<file path="src/rtl/fifo_wr_ctrl_pkg.sv">
// -----------------------------------------------------------------------------
// fifo_wr_ctrl_pkg
// Shared constants and pointer-code helpers for the asynchronous FIFO. Both the
// write-side and read-side controllers import this package.
//   FIFO_ADDR_WIDTH : default memory address width
//   FIFO_PTR_WIDTH  : pointer width (one extra bit distinguishes full from empty)
//   FIFO_DEPTH      : number of memory entries
//   bin2gray/gray2bin : 32-bit wide conversions; callers zero-extend narrower
//                       pointers and truncate the result, which is exact because
//                       leading zeros are preserved by both conversions.
// -----------------------------------------------------------------------------
package fifo_wr_ctrl_pkg;

    localparam int FIFO_ADDR_WIDTH = 4;
    localparam int FIFO_PTR_WIDTH  = FIFO_ADDR_WIDTH + 1;
    localparam int FIFO_DEPTH      = 1 << FIFO_ADDR_WIDTH;

    function automatic logic [31:0] bin2gray(input logic [31:0] bin);
        return bin ^ (bin >> 1);
    endfunction

    // Each binary bit is the XOR of all Gray bits at and above it.
    function automatic logic [31:0] gray2bin(input logic [31:0] gray);
        logic [31:0] bin;
        bin[31] = gray[31];
        for (int i = 30; i >= 0; i--) begin
            bin[i] = gray[i] ^ bin[i+1];
        end
        return bin;
    endfunction

endpackage : fifo_wr_ctrl_pkg

</file>
<file path="src/rtl/fifo_wr_ctrl_if.sv">
// -----------------------------------------------------------------------------
// fifo_wr_ctrl_if
// Write-side bus of the asynchronous FIFO.
//   master : producer / read-domain side; drives W_INC and RD_PTR_GRAY
//   slave  : fifo_wr_ctrl; drives W_EN, W_ADDR, WR_PTR_GRAY, FULL,
//            ALMOST_FULL and W_LEVEL
// -----------------------------------------------------------------------------
interface fifo_wr_ctrl_if
    import fifo_wr_ctrl_pkg::*;
#(
    parameter int ADDR_WIDTH = FIFO_ADDR_WIDTH
);
    logic                  W_INC;
    logic [ADDR_WIDTH:0]   RD_PTR_GRAY;
    logic                  W_EN;
    logic [ADDR_WIDTH-1:0] W_ADDR;
    logic [ADDR_WIDTH:0]   WR_PTR_GRAY;
    logic                  FULL;
    logic                  ALMOST_FULL;
    logic [ADDR_WIDTH:0]   W_LEVEL;

    modport master (
        output W_INC, RD_PTR_GRAY,
        input  W_EN, W_ADDR, WR_PTR_GRAY, FULL, ALMOST_FULL, W_LEVEL
    );

    modport slave (
        input  W_INC, RD_PTR_GRAY,
        output W_EN, W_ADDR, WR_PTR_GRAY, FULL, ALMOST_FULL, W_LEVEL
    );

endinterface : fifo_wr_ctrl_if

</file>
<file path="src/rtl/fifo_wr_ctrl_ptr_sync_2ff.sv">
// -----------------------------------------------------------------------------
// ptr_sync_2ff
// Two-flop synchronizer for a Gray-coded pointer crossing into this clock
// domain. No logic sits between the stages so the first flop has a full cycle
// to resolve metastability.
//   W_CLK    : destination clock (rising edge)
//   W_RST_n  : synchronous active-low reset, clears both stages
//   async_i  : pointer from the other clock domain
//   sync_o   : synchronized pointer (second stage)
// -----------------------------------------------------------------------------
module ptr_sync_2ff #(
    parameter int WIDTH = 5
) (
    input  logic             W_CLK,
    input  logic             W_RST_n,
    input  logic [WIDTH-1:0] async_i,
    output logic [WIDTH-1:0] sync_o
);

    logic [WIDTH-1:0] rq1_q;
    logic [WIDTH-1:0] rq2_q;

    // NOTE: state is updated with non-blocking assignments so both stages
    // sample their inputs before either changes, giving a true two-stage shift.
    always_ff @(posedge W_CLK) begin
        if (!W_RST_n) begin
            rq1_q <= '0;
            rq2_q <= '0;
        end else begin
            rq1_q <= async_i;
            rq2_q <= rq1_q;
        end
    end

    assign sync_o = rq2_q;

endmodule : ptr_sync_2ff

</file>
<file path="src/rtl/fifo_wr_ctrl.sv">
// -----------------------------------------------------------------------------
// fifo_wr_ctrl
// Write-side pointer and flag controller of the asynchronous FIFO. Everything
// runs on W_CLK. Keeps the binary and Gray write pointers, synchronizes the
// read pointer's Gray code, and produces FULL, ALMOST_FULL and the write-side
// fill level, all registered.
//   W_CLK, W_RST_n     : write clock, synchronous active-low reset
//   wr.W_INC           : producer write request
//   wr.RD_PTR_GRAY     : read pointer (Gray) from the read domain
//   wr.W_EN            : memory write enable (only combinational output)
//   wr.W_ADDR          : memory write address
//   wr.WR_PTR_GRAY     : registered Gray write pointer, to the read domain
//   wr.FULL            : registered full flag
//   wr.ALMOST_FULL     : registered almost-full flag
//   wr.W_LEVEL         : registered occupancy 0..depth as seen from this side
// -----------------------------------------------------------------------------
module fifo_wr_ctrl
    import fifo_wr_ctrl_pkg::*;
#(
    parameter int ADDR_WIDTH = FIFO_ADDR_WIDTH,
    parameter int AF_MARGIN  = 2
) (
    input  logic           W_CLK,
    input  logic           W_RST_n,
    fifo_wr_ctrl_if.slave  wr
);

    localparam int PTR_WIDTH = ADDR_WIDTH + 1;
    localparam int DEPTH     = 1 << ADDR_WIDTH;

    // Full when the write Gray pointer equals the read Gray pointer with its
    // two top bits inverted: one lap ahead in binary terms.
    localparam logic [PTR_WIDTH-1:0] FULL_FLIP = PTR_WIDTH'(3) << (PTR_WIDTH - 2);
    localparam logic [PTR_WIDTH-1:0] AF_THRESH = PTR_WIDTH'(DEPTH - AF_MARGIN);

    logic [PTR_WIDTH-1:0] wbin_q,  wbin_d;
    logic [PTR_WIDTH-1:0] wgray_q, wgray_d;
    logic [PTR_WIDTH-1:0] level_q, level_d;
    logic                 full_q,  full_d;
    logic                 af_q,    af_d;
    logic                 accept;
    logic [PTR_WIDTH-1:0] rq2;
    logic [PTR_WIDTH-1:0] rbin_sync;

    ptr_sync_2ff #(
        .WIDTH (PTR_WIDTH)
    ) u_rd_ptr_sync (
        .W_CLK   (W_CLK),
        .W_RST_n (W_RST_n),
        .async_i (wr.RD_PTR_GRAY),
        .sync_o  (rq2)
    );

    // NOTE: every signal below is assigned on every pass through the block,
    // so no latch can be inferred.
    always_comb begin
        accept    = wr.W_INC & ~full_q;
        wbin_d    = wbin_q + PTR_WIDTH'(accept);
        wgray_d   = PTR_WIDTH'(bin2gray(32'(wbin_d)));
        rbin_sync = PTR_WIDTH'(gray2bin(32'(rq2)));
        full_d    = (wgray_d == (rq2 ^ FULL_FLIP));
        // Modulo subtraction; the new write and the newly synchronized read
        // pointer land in the same computation so neither update is lost.
        level_d   = wbin_d - rbin_sync;
        af_d      = (level_d >= AF_THRESH);
    end

    always_ff @(posedge W_CLK) begin
        if (!W_RST_n) begin
            wbin_q  <= '0;
            wgray_q <= '0;
            level_q <= '0;
            full_q  <= 1'b0;
            af_q    <= 1'b0;
        end else begin
            wbin_q  <= wbin_d;
            wgray_q <= wgray_d;
            level_q <= level_d;
            full_q  <= full_d;
            af_q    <= af_d;
        end
    end

    assign wr.W_EN        = wr.W_INC & ~full_q;
    assign wr.W_ADDR      = wbin_q[ADDR_WIDTH-1:0];
    assign wr.WR_PTR_GRAY = wgray_q;
    assign wr.FULL        = full_q;
    assign wr.ALMOST_FULL = af_q;
    assign wr.W_LEVEL     = level_q;

endmodule : fifo_wr_ctrl

</file>
<file path="src/flat_wrapper.sv">
// flat-port wrapper written by rule: the top's interface ports become plain ports
module fifo_wr_ctrl_flat import fifo_wr_ctrl_pkg::*;
#(
    parameter int ADDR_WIDTH = FIFO_ADDR_WIDTH,
    parameter int AF_MARGIN  = 2
)
  (W_CLK, W_RST_n, wr_W_INC, wr_RD_PTR_GRAY, wr_W_EN, wr_W_ADDR, wr_WR_PTR_GRAY, wr_FULL, wr_ALMOST_FULL, wr_W_LEVEL);
  fifo_wr_ctrl_if #(.ADDR_WIDTH(ADDR_WIDTH)) wr_i ();
  input  logic W_CLK;
  input  logic W_RST_n;
  input wire logic [$bits(wr_i.W_INC)-1:0] wr_W_INC;
  input wire logic [$bits(wr_i.RD_PTR_GRAY)-1:0] wr_RD_PTR_GRAY;
  output wire logic [$bits(wr_i.W_EN)-1:0] wr_W_EN;
  output wire logic [$bits(wr_i.W_ADDR)-1:0] wr_W_ADDR;
  output wire logic [$bits(wr_i.WR_PTR_GRAY)-1:0] wr_WR_PTR_GRAY;
  output wire logic [$bits(wr_i.FULL)-1:0] wr_FULL;
  output wire logic [$bits(wr_i.ALMOST_FULL)-1:0] wr_ALMOST_FULL;
  output wire logic [$bits(wr_i.W_LEVEL)-1:0] wr_W_LEVEL;
  assign wr_i.W_INC = wr_W_INC;
  assign wr_i.RD_PTR_GRAY = wr_RD_PTR_GRAY;
  assign wr_W_EN = wr_i.W_EN;
  assign wr_W_ADDR = wr_i.W_ADDR;
  assign wr_WR_PTR_GRAY = wr_i.WR_PTR_GRAY;
  assign wr_FULL = wr_i.FULL;
  assign wr_ALMOST_FULL = wr_i.ALMOST_FULL;
  assign wr_W_LEVEL = wr_i.W_LEVEL;
  fifo_wr_ctrl #(.ADDR_WIDTH(ADDR_WIDTH), .AF_MARGIN(AF_MARGIN)) u_core (.W_CLK(W_CLK), .W_RST_n(W_RST_n), .wr(wr_i));
endmodule
</file>
<file path="config.mk">
export PLATFORM = sky130hd
export DESIGN_NAME = fifo_wr_ctrl_flat
export DESIGN_NICKNAME = d
export VERILOG_FILES = /design/src/rtl/fifo_wr_ctrl_pkg.sv /design/src/rtl/fifo_wr_ctrl_if.sv /design/src/rtl/fifo_wr_ctrl_ptr_sync_2ff.sv /design/src/rtl/fifo_wr_ctrl.sv /design/src/flat_wrapper.sv
export SDC_FILE = /design/constraint.sdc
export NUM_CORES = 1
export LEC_CHECK = 0
export ABC_CLOCK_PERIOD_IN_PS = 4400
export CAP_MARGIN = 15
export CORE_ASPECT_RATIO = 0.8
export CORE_MARGIN = 5
export CORE_UTILIZATION = 51
export CTS_BUF_LIST = sky130_fd_sc_hd__clkbuf_16
export CTS_CLUSTER_DIAMETER = 150
export CTS_CLUSTER_SIZE = 25
export DETAILED_ROUTE_END_ITERATION = 6
export HOLD_SLACK_MARGIN = 0.05
export PLACE_DENSITY = 0.79
export SLEW_MARGIN = 40
export SYNTH_ARGS = -nofsm -noshare
export SYNTH_HDL_FRONTEND = slang
export SYNTH_HIERARCHICAL = 1
export SYNTH_SLANG_ARGS = --single-unit
</file>
<file path="constraint.sdc">
create_clock -name W_CLK -period 4.4 [get_ports W_CLK]
set_input_delay 1.32 -clock W_CLK [delete_from_list [all_inputs] [get_ports W_CLK]]
set_output_delay 1.32 -clock W_CLK [all_outputs]
set_load 0.05 [all_outputs]
</file>
==> run metrics <==
io pins=25; Critical Path RT=4600 ps; clock slew at reported path FFs=about 60 ps; sum of negative setup slack=0 ps; CTS sink count=26; first-pass GRT wire length=~3800 µm; commonest non-fill, non-tap cell in the layout=dfxtp_1; largest net degree at the start of global routing=27; post-synthesis mux area share=0%; WHS=approximately 430 ps; Synth Cell Area=1225 µm²; Most Frequent Cell on Critical Path=ha_1; Worst EP arrival=a little under 4000 ps; worst-margin pin slew=about 650 ps; PwrDens=457.8 nW/µm²; MaxCap Viol Count=0; syn_nets=about 130; clk_lat worst skew=between 200 and 300 ps; final WL=2207 µm; delay-heaviest family, CP=adder cells; Yosys cell types=32; Post-CTS Resized=0; Rows=15; most frequent cells in the layout=dfxtp_1 (26), clkdlybuf4s50_1 (23), and2_1 (17), xnor2_1 (12); final period utilization=approximately 86%; fraction of layout cells with a size suffix above 1=a little under 8%; Max stage delay cell, worst path=clkdlybuf4s50_1; run status=finished, final reports clean; XOR/XNOR share of the synthesized area=17.88%; hold buffer count at CTS=0; Crit path largest cell delay=between 400 and 500 ps; Final Max Slew Viols=0; CTS tree=built; syn avg cell area=10.56 µm²; drt initial violations=30; fin util=between 70% and 80%; final setup fails=0; antenna violations before repair=0; Cell Chain, Critical Path=clkdlybuf4s50_1, nor2b_1, ha_1, nand2_1, xor2_1, inv_1, ha_1, o21ai_0, a21oi_1, nor4bb_1, o21a_1; Adder-Cell Fraction of Synth Area=7.763%; vias per cell=slightly above 5; Post-synth EDFFs=0; CP bufs+invs=2; die height=between 50 and 60 µm; total CTS buffers=3; fraction of registers with async set/reset=0%; clk root buf=clkbuf_16; synth warn=6; area delta synth->final=28.29%; P_leak=between 0.6 and 0.7 nW; H-tree depth=1; vias in the first global route=844; Rel. slew slack=~56%; Post-CTS Setup Bufs=0; Synth Area in Simple Gates=23.49%; vias=around 840; initial core utilization=55.31%; Crit. End Element=flop; Antenna diodes=0; GRT Total Usage=roughly 15%; prevailing post-synth register cell=dfxtp_1; Die Span X=64.79 µm; critical setup path kind=input pin to flop; unrepaired setup endpoints after global routing=no; Final GP Congestion=between 0.8 and 0.9; drt drc=0; I/O Buffers=24; DR WL/cell=13.38 µm; die area=3488 µm²; CP startpoint kind=input pin; Clock Skews=2.514 ps; hpwl dp=1561 µm; Tmin final=between 3000 and 4000 ps; final hold violation count=0; Floorplan Core Area=2215 µm²; post-route ant nets=0; sequential cell area fraction in the yosys report=between 40% and 50%; fin cells=approximately 170; register bit count reported by yosys=26; Max Clk Rate=265.6 MHz; complex-gate fraction of the synthesized area=3.677%; TritonRoute pass-1 iters=4; post-synthesis cell count=about 120; Worst VDD drop=approximately 310 µV; Max Fanout on Critical Path=8; grt total ovfl=0; largest family of logic cells by synthesized area=simple AND/OR/NAND/NOR gates; worst min path class=flop to flop; Final nets=~160; Longest Clk Path Bufs=2; dpl cells=161
-- worst paths after layout --
path                                   from                        endpoint  slack, ps  cells after the start
max                                wr_W_INC           u_core/wr.ALMOST_FULL        640                     11
min           u_core/u_rd_ptr_sync/rq1_q[4]  u_core/u_rd_ptr_sync/sync_o[4]        430                      1
max reg2reg  u_core/u_rd_ptr_sync/sync_o[4]           u_core/wr.ALMOST_FULL       1750                     11
min reg2reg   u_core/u_rd_ptr_sync/rq1_q[4]  u_core/u_rd_ptr_sync/sync_o[4]        430                      1
-- power breakdown --
group	internal [mW]	switching [mW]
sequential	0.256	0.0100
combinational	0.0787	0.116
clock	0.181	0.0775
-- kinds of logic (layout without fill, tap and decap cells) --
family | after synthesis | count (layout)
AO/OA/AOI/OAI | 8 | 8
AND/OR/NAND/NOR | 41 | 41
XOR/XNOR | 22 | 22
buffers and inverters | 12 | 36
adder cells (fa/ha/maj) | 7 | 7
flip-flops | 26 | 26
-- through the flow --
stage | instance area [µm²] | total power [mW] | setup slack [ps]
after detailed placement | 1466 | 0.4657 | 424.9
after global placement | 1466 | 0.4625 | 480.5
final | 1572 | 0.7195 | 635.4
after CTS | 1572 | 0.7262 | 650.1
after global routing | 1572 | 0.7553 | 430.1
after floorplan | 1225 | 0.4120 | 390.8
-- worst register-to-register path, stage by stage (launching register included) --
cell	delay, ps
dfxtp_1	340
xnor2_1	280
xor2_1	250
xor2_1	290
xnor2_1	110
ha_1	220
fa_1	390
nand2b_1	150
a21oi_1	130
nor2_1	60
xnor2_1	130
o21a_1	190
-- cell usage after synthesis (2+ instances only) --
master / number / area (µm²)
o21ai_0: 2 / 10.01
a21oi_1: 4 / 20.02
xnor2_1: 12 / 105.1
xor2_1: 8 / 70.07
inv_1: 8 / 30.03
nand3_1: 3 / 15.01
nand2b_1: 2 / 12.51
ha_1: 6 / 75.07
nor2b_1: 7 / 43.79
dfxtp_1: 26 / 520.5
and2_1: 17 / 106.4
-- final cells by class --
class                   instances  area [µm²]
inverters                       8       30.03
multi-input cells              78       646.9
fillers                       171       643.1
clock inverters                 1       30.03
repair buffers                 24       237.7
well taps                      25       31.28
clock buffers                   3       75.07
flip-flops and latches         26       520.5
-- per-layer routing --
metal  vias up  routed length (µm)  GRT usage [%]
met2        26                1072          26.15
met3         4                 131          4.802
met1       398                 964          16.03
li1        416                   -              -
met4         0                  38          7.018
met5         -                   0              0
-- flip-flops by register name, indices dropped and copies added (netlist names) --
name / cells
u_core/wr.ALMOST_FULL: 1
u_core/wr.WR_PTR_GRAY: 4
u_core/u_rd_ptr_sync/rq1_q: 5
u_core/wbin_q: 5
u_core/u_rd_ptr_sync/sync_o: 5
u_core/wr.FULL: 1
u_core/wr.W_LEVEL: 5
No activity file was read; power rests on OpenSTA's default activity.
